**src/rtl/nasti_dm_arbiter.sv**
```systemverilog
// Round-robin arbiter sharing one data mover controller between NUM_REQ requesters.
// Optional RUN watchdog is enabled by defining NASTI_DM_ARB_TIMEOUT_EN.
module nasti_dm_arbiter #(
    parameter int ADDR_WIDTH     = 64,
    parameter int NUM_REQ        = 4,
    parameter int TIMEOUT_CYCLES = 4096,
    localparam int IDW           = $clog2(NUM_REQ)
) (
    input  logic                          aclk,
    input  logic                          aresetn,
    input  logic [NUM_REQ-1:0]            req_valid,
    output logic [NUM_REQ-1:0]            req_ready,
    input  logic [NUM_REQ*ADDR_WIDTH-1:0] req_src_addr,
    input  logic [NUM_REQ*ADDR_WIDTH-1:0] req_dest_addr,
    input  logic [NUM_REQ*ADDR_WIDTH-1:0] req_length,
    output logic [NUM_REQ-1:0]            cmp_valid,
    output logic [NUM_REQ-1:0]            cmp_err,
    output logic [ADDR_WIDTH-1:0]         dm_src_addr,
    output logic [ADDR_WIDTH-1:0]         dm_dest_addr,
    output logic [ADDR_WIDTH-1:0]         dm_length,
    output logic                          dm_start,
    input  logic                          dm_done,
    output logic                          busy,
    output logic [IDW-1:0]                grant_id
);

    typedef enum logic [1:0] {
        IDLE,
        ISSUE,
        RUN,
        COMPLETE
    } state_t;

    if (NUM_REQ < 2 || TIMEOUT_CYCLES < 1) begin : g_bad_cfg
        $error("nasti_dm_arbiter: NUM_REQ must be >= 2 and TIMEOUT_CYCLES >= 1");
    end

    state_t                  state;
    state_t                  state_nxt;
    logic [IDW-1:0]          rr_ptr;
    logic [IDW-1:0]          win_id;
    logic [IDW-1:0]          owner_nxt;
    logic                    win_found;
    logic                    accept;
    logic                    cmp_set;
    logic [ADDR_WIDTH-1:0]   win_src;
    logic [ADDR_WIDTH-1:0]   win_dst;
    logic [ADDR_WIDTH-1:0]   win_len;

    // Scan starts at rr_ptr so the last owner goes to the back of the line.
    // NOTE: every variable written in always_comb gets a default first, so no path can infer a latch.
    always_comb begin
        win_found = 1'b0;
        win_id    = '0;
        for (int k = 0; k < NUM_REQ; k++) begin
            if (!win_found && req_valid[(int'(rr_ptr) + k) % NUM_REQ]) begin
                win_found = 1'b1;
                win_id    = IDW'((int'(rr_ptr) + k) % NUM_REQ);
            end
        end
    end

    assign accept    = (state == IDLE) && win_found;
    assign req_ready = accept ? (NUM_REQ'(1) << win_id) : '0;
    assign win_src   = req_src_addr[int'(win_id)*ADDR_WIDTH +: ADDR_WIDTH];
    assign win_dst   = req_dest_addr[int'(win_id)*ADDR_WIDTH +: ADDR_WIDTH];
    assign win_len   = req_length[int'(win_id)*ADDR_WIDTH +: ADDR_WIDTH];
    assign owner_nxt = accept ? win_id : grant_id;
    assign dm_start  = (state == ISSUE);
    assign busy      = (state != IDLE);

`ifdef NASTI_DM_ARB_TIMEOUT_EN
    logic        err_set;
    logic        timeout_hit;
    logic [31:0] wd_cnt;

    assign timeout_hit = (state == RUN) && (wd_cnt == 32'(TIMEOUT_CYCLES - 1));

    // Held at zero outside RUN, so it always starts from zero on RUN entry.
    always_ff @(posedge aclk or negedge aresetn) begin
        if (!aresetn) begin
            wd_cnt  <= '0;
            cmp_err <= '0;
        end else begin
            wd_cnt  <= (state == RUN) ? wd_cnt + 32'd1 : '0;
            cmp_err <= err_set ? (NUM_REQ'(1) << owner_nxt) : '0;
        end
    end
`else
    assign cmp_err = '0;
`endif

    always_comb begin
        state_nxt = state;
        cmp_set   = 1'b0;
`ifdef NASTI_DM_ARB_TIMEOUT_EN
        err_set   = 1'b0;
`endif
        case (state)
            IDLE: begin
                if (accept) begin
                    if (win_len == '0) begin
                        state_nxt = COMPLETE;
                        cmp_set   = 1'b1;
                    end else begin
                        state_nxt = ISSUE;
                    end
                end
            end
            ISSUE: state_nxt = RUN;
            RUN: begin
                if (dm_done) begin
                    state_nxt = COMPLETE;
                    cmp_set   = 1'b1;
                end
`ifdef NASTI_DM_ARB_TIMEOUT_EN
                else if (timeout_hit) begin
                    state_nxt = COMPLETE;
                    cmp_set   = 1'b1;
                    err_set   = 1'b1;
                end
`endif
            end
            COMPLETE: state_nxt = IDLE;
            default:  state_nxt = IDLE;
        endcase
    end

    // NOTE: state registers use non-blocking assignments so every flop samples pre-edge values.
    always_ff @(posedge aclk or negedge aresetn) begin
        if (!aresetn) begin
            state        <= IDLE;
            rr_ptr       <= '0;
            grant_id     <= '0;
            dm_src_addr  <= '0;
            dm_dest_addr <= '0;
            dm_length    <= '0;
            cmp_valid    <= '0;
        end else begin
            state     <= state_nxt;
            cmp_valid <= cmp_set ? (NUM_REQ'(1) << owner_nxt) : '0;
            if (accept) begin
                grant_id     <= win_id;
                dm_src_addr  <= win_src;
                dm_dest_addr <= win_dst;
                dm_length    <= win_len;
            end
            if (state == COMPLETE) begin
                rr_ptr <= (int'(grant_id) == NUM_REQ - 1) ? '0 : grant_id + IDW'(1);
            end
        end
    end

endmodule

```
**config.mk**
```make
export PLATFORM = sky130hd
export DESIGN_NAME = nasti_dm_arbiter
export DESIGN_NICKNAME = d
export VERILOG_FILES = /design/src/rtl/nasti_dm_arbiter.sv
export SDC_FILE = /design/constraint.sdc
export NUM_CORES = 1
export LEC_CHECK = 0
export CAP_MARGIN = 20
export CORE_AREA = 5 5 379 381
export DETAILED_ROUTE_END_ITERATION = 12
export DIE_AREA = 0 0 384 386
export HOLD_SLACK_MARGIN = 0.08
export PLACE_DENSITY = 0.31
export SLEW_MARGIN = 0
export SYNTH_ARGS = -nofsm -noshare
export SYNTH_HDL_FRONTEND = slang
export SYNTH_SLANG_ARGS = --single-unit
```
**constraint.sdc**
```tcl
create_clock -name aclk -period 4.2 [get_ports aclk]
set_input_delay 0.42 -clock aclk [delete_from_list [all_inputs] [get_ports aclk]]
set_output_delay 0.42 -clock aclk [all_outputs]
set_load 0.01 [all_outputs]
```
==> flow_metrics.py <==
metrics = {
    "floorplan": {
        "die_area_mm2": 0.148,
        "num_rows": 138,
        "die_w_um": 384,
        "pin_count": 983,
        "coreArea_mm2": 0.140,
        "die_h_um": 386,
        "start_util_pct": 9.73,
    },
    "grt": {
        "grt_max_degree": 173,
        "grt-ovfl-total": 0,
        "grt_pass1_vias": 17800,
        "grt_usage_pct": 14.3,
        "grt_pass1_wl_um": 149000,
        "antenna_found_initial": 35,
    },
    "clock_tree": {
        "cts.path.max_buffers": 3,
        "clkLatencyLatePin_ns": 0.56,
        "htreeDepth": 2,
        "clk_pin_slew_worst_paths_ns": 0.05,
        "clock-sinks": 202,
        "cts_tree": "yes",
        "post_cts_resized": 0,
        "cts_buffers": 34,
        "cts-root-buf": "clkbuf_16",
    },
    "placed_design": {
        "portBuffers": 978,
        "place_inst": 4632,
        "hpwl_um": 92500,
        "place_area_mm2": 0.0260,
        "place_congestion": 0.841,
    },
    "detailed_routing": {
        "vias": 16500,
        "drc": 0,
        "routedWlPerCell_um": 23.7,
        "drtIter0Drc": 772,
        "ant_nets": 0,
        "wirelength_um": 112000,
        "viasPerCell": 3.52,
        "dr.pass1.iters": 4,
    },
    "setup_path": {
        "cp-start-kind": "register",
        "rr_startpoint": "rr_ptr[1]$_DFFE_PN0N_",
        "crit_required_ns": 4.66,
        "startpoint": "rr_ptr[1]$_DFFE_PN0N_",
        "endpoint_kind": "register",
        "critPathKind": "reg -> reg",
        "worstPathMaxFanout": 28,
        "cp.arrival_ns": 4.33,
        "rrSetupSlack_ns": 0.33,
    },
    "logic_synthesis": {
        "avgSynthCellArea_um2": 7.42,
        "synth_top_family_by_area": "simple AND/OR/NAND/NOR gates",
        "netlist.area_leader.share_pct": 37.1,
        "netlist_area_mm2": 0.0136,
        "ys_ff_latch": 202,
        "synth.mux.area_fraction_pct": 19.5,
        "synthXorXnorAreaFrac_pct": 0,
        "synth-compound-area-share_pct": 5.72,
        "synth-simple-area-share_pct": 32.3,
        "postSynthCellCount": 1837,
        "ys_seq_area_share_pct": 37.1,
        "synthAdderAreaFrac_pct": 0.550,
        "synth.distinct_cells": 30,
        "yosys_warnings": 0,
        "synth_top_area_cell": "dfrtp_1",
        "synth.top_cells.by_area": "dfrtp_1 (37%), nand2_1 (21%), mux2i_1 (14%)",
    },
    "timing": {
        "tightestPinTransition_ns": 0.942,
        "post-route-period-util_pct": 92.2,
        "layout_min_cycle_time_ns": 3.87,
        "skew_ns": 0.0250,
        "finalSetupViolCount": 0,
        "timing.fmax_mhz": 258,
        "whs_ns": 0.461,
        "rsz0062_at_grt": "no",
        "drv_slew": 0,
        "slew_headroom_pct": 37.2,
        "hold_viol": 0,
    },
    "pwr": {
        "p_switching_uw": 7490,
        "p_sw_share_pct": 44.9,
        "pwr-share-seq_pct": 21.4,
        "irDropWorstVdd_uv": 578,
        "combPwrFrac_pct": 61.7,
        "power_uw": 16700,
        "clockPowerShare_pct": 16.9,
        "p_leak_uw": 0.0116,
        "p_int_uw": 9190,
        "power.density_mw_per_mm2": 615,
    },
    "worst_hold_path": {
        "hold_path_class": "in -> async",
    },
    "finish": {
        "fillers": 15900,
        "final_layout_size_suffix_gt1_share_pct": 7.00,
        "multi_input_area_mm2": 0.00799,
        "seq_area_mm2": 0.00505,
        "stdcell_area_mm2": 0.0271,
        "nNetsFinal": 3560,
        "instances_no_fill": 4700,
        "synthToLayoutAreaGrowth_pct": 98.7,
        "utilization_pct": 19.3,
    },
    "flow_run": {
        "drv_cap": 0,
    },
    "run_status": {
        "outcome": "finished, final reports clean",
    },
}
registers in the layout, summed over array words and instances (netlist names):
| signal | flops |
|---|---|
| grant_id | 2 |
| rr_ptr | 2 |
| cmp_valid | 4 |
| dm_length | 64 |
| dm_dest_addr | 64 |
| state | 2 |
| dm_src_addr | 64 |
cells in the mapped netlist, drive strengths merged:
| cell | n |
|---|---|
| dfrtp | 202 |
| inv | 7 |
| or2 | 1 |
| o22a | 1 |
| conb | 1 |
| clkbuf | 114 |
| or4 | 2 |
| o21a | 3 |
| nor4 | 16 |
| or3b | 1 |
| o221ai | 1 |
| a21oi | 4 |
| ha | 6 |
| nand2 | 775 |
| nand3 | 258 |
| mux2i | 193 |
| o22ai | 1 |
| o21ai | 132 |
| o32a | 1 |
| o32ai | 4 |
| nand3b | 1 |
| buf | 34 |
| nor2 | 8 |
| a21boi | 1 |
| mux2 | 65 |
| nand4 | 5 |
stage by stage:
step           setup slack, ns  setup TNS (ns)
2_1_floorplan             1.19               0
3_3_place_gp            -0.235          -0.981
3_5_place_dp            -0.351           -1.53
4_1_cts                  0.197               0
5_1_grt                 0.0552               0
6_report                 0.326               0
per-layer routing:
metal	up-vias	track usage, %	wire length (um)
li1	8050	-	-
met1	7711	16.7	44800
met2	649	25.5	55800
met3	115	4.60	8580
met4	16	3.20	2250
met5	-	0	96
power groups by stage:
stage / clock network (uW) / registers (uW) / logic (uW)
final: 2830 / 3560 / 10300
after global routing: 3040 / 3690 / 11300
after CTS: 3000 / 3580 / 10600
after detailed placement: 0 / 3600 / 10600
after global placement: 0 / 3600 / 10600
after floorplan: 0 / 3890 / 4400
worst max-delay path, stage by stage, from the launching register on:
cell,delay (ns)
dfrtp_1,0.40
or3b_2,0.53
o221ai_4,0.19
buf_12,0.27
buf_12,0.22
mux2i_1,0.22
mux2i_1,0.12
nor4_1,0.43
buf_4,0.19
nand4_1,0.11
buf_4,0.19
or4_4,0.54
o32ai_1,0.28
worst paths after layout:
check,endpoint,cells past startpoint
worst max-delay path,cmp_valid[0]$_DFF_PN0_,12
worst max register to register,cmp_valid[0]$_DFF_PN0_,12
worst min register to register,dm_src_addr[22]$_DFFE_PN0P_,2
max in group asynchronous,dm_dest_addr[24]$_DFFE_PN0P_,3
worst min-delay path,dm_length[55]$_DFFE_PN0P_,2
min in group aclk,dm_src_addr[22]$_DFFE_PN0P_,2
area by class of cell:
class / instances / area share (%)
well taps: 1890 / 8.73
multi-input cells: 1483 / 29.5
repair buffers: 1051 / 39.0
flip-flops and latches: 202 / 18.7
clock inverters: 9 / 0.351
clock buffers: 48 / 3.59
inverters: 7 / 0.0970
diodes: 10 / 0.0923
repair_timing:
item	4_1_cts	5_1_grt
setup buffers	0	0
hold buffers	1	0
hold endpoints to repair	63	0
cells in the final DEF (no fill, tap or decap), drive strengths merged, types with 2 or more instances in the layout:
cell and count:
clkdlybuf4s50 977, nand2 775, nand3 258, dfrtp 202
mux2i 193, o21ai 132, buf 73, mux2 65
clkbuf 48, nor4 16, diode 10, inv 9
nor2 8, ha 6, nand4 5, clkinv 5
a21oi 4, o32ai 4, conb 4, o21a 3
or4 2
logic make-up after synthesis:
kind of cell,count (synthesis)
and+or+nand+nor,1067
AOI/OAI and AO/OA,148
DFF,202
buffers and inverters,155
muxes,258
adders and majority gates,6
other,1
No activity file was read; power rests on OpenSTA's default activity.
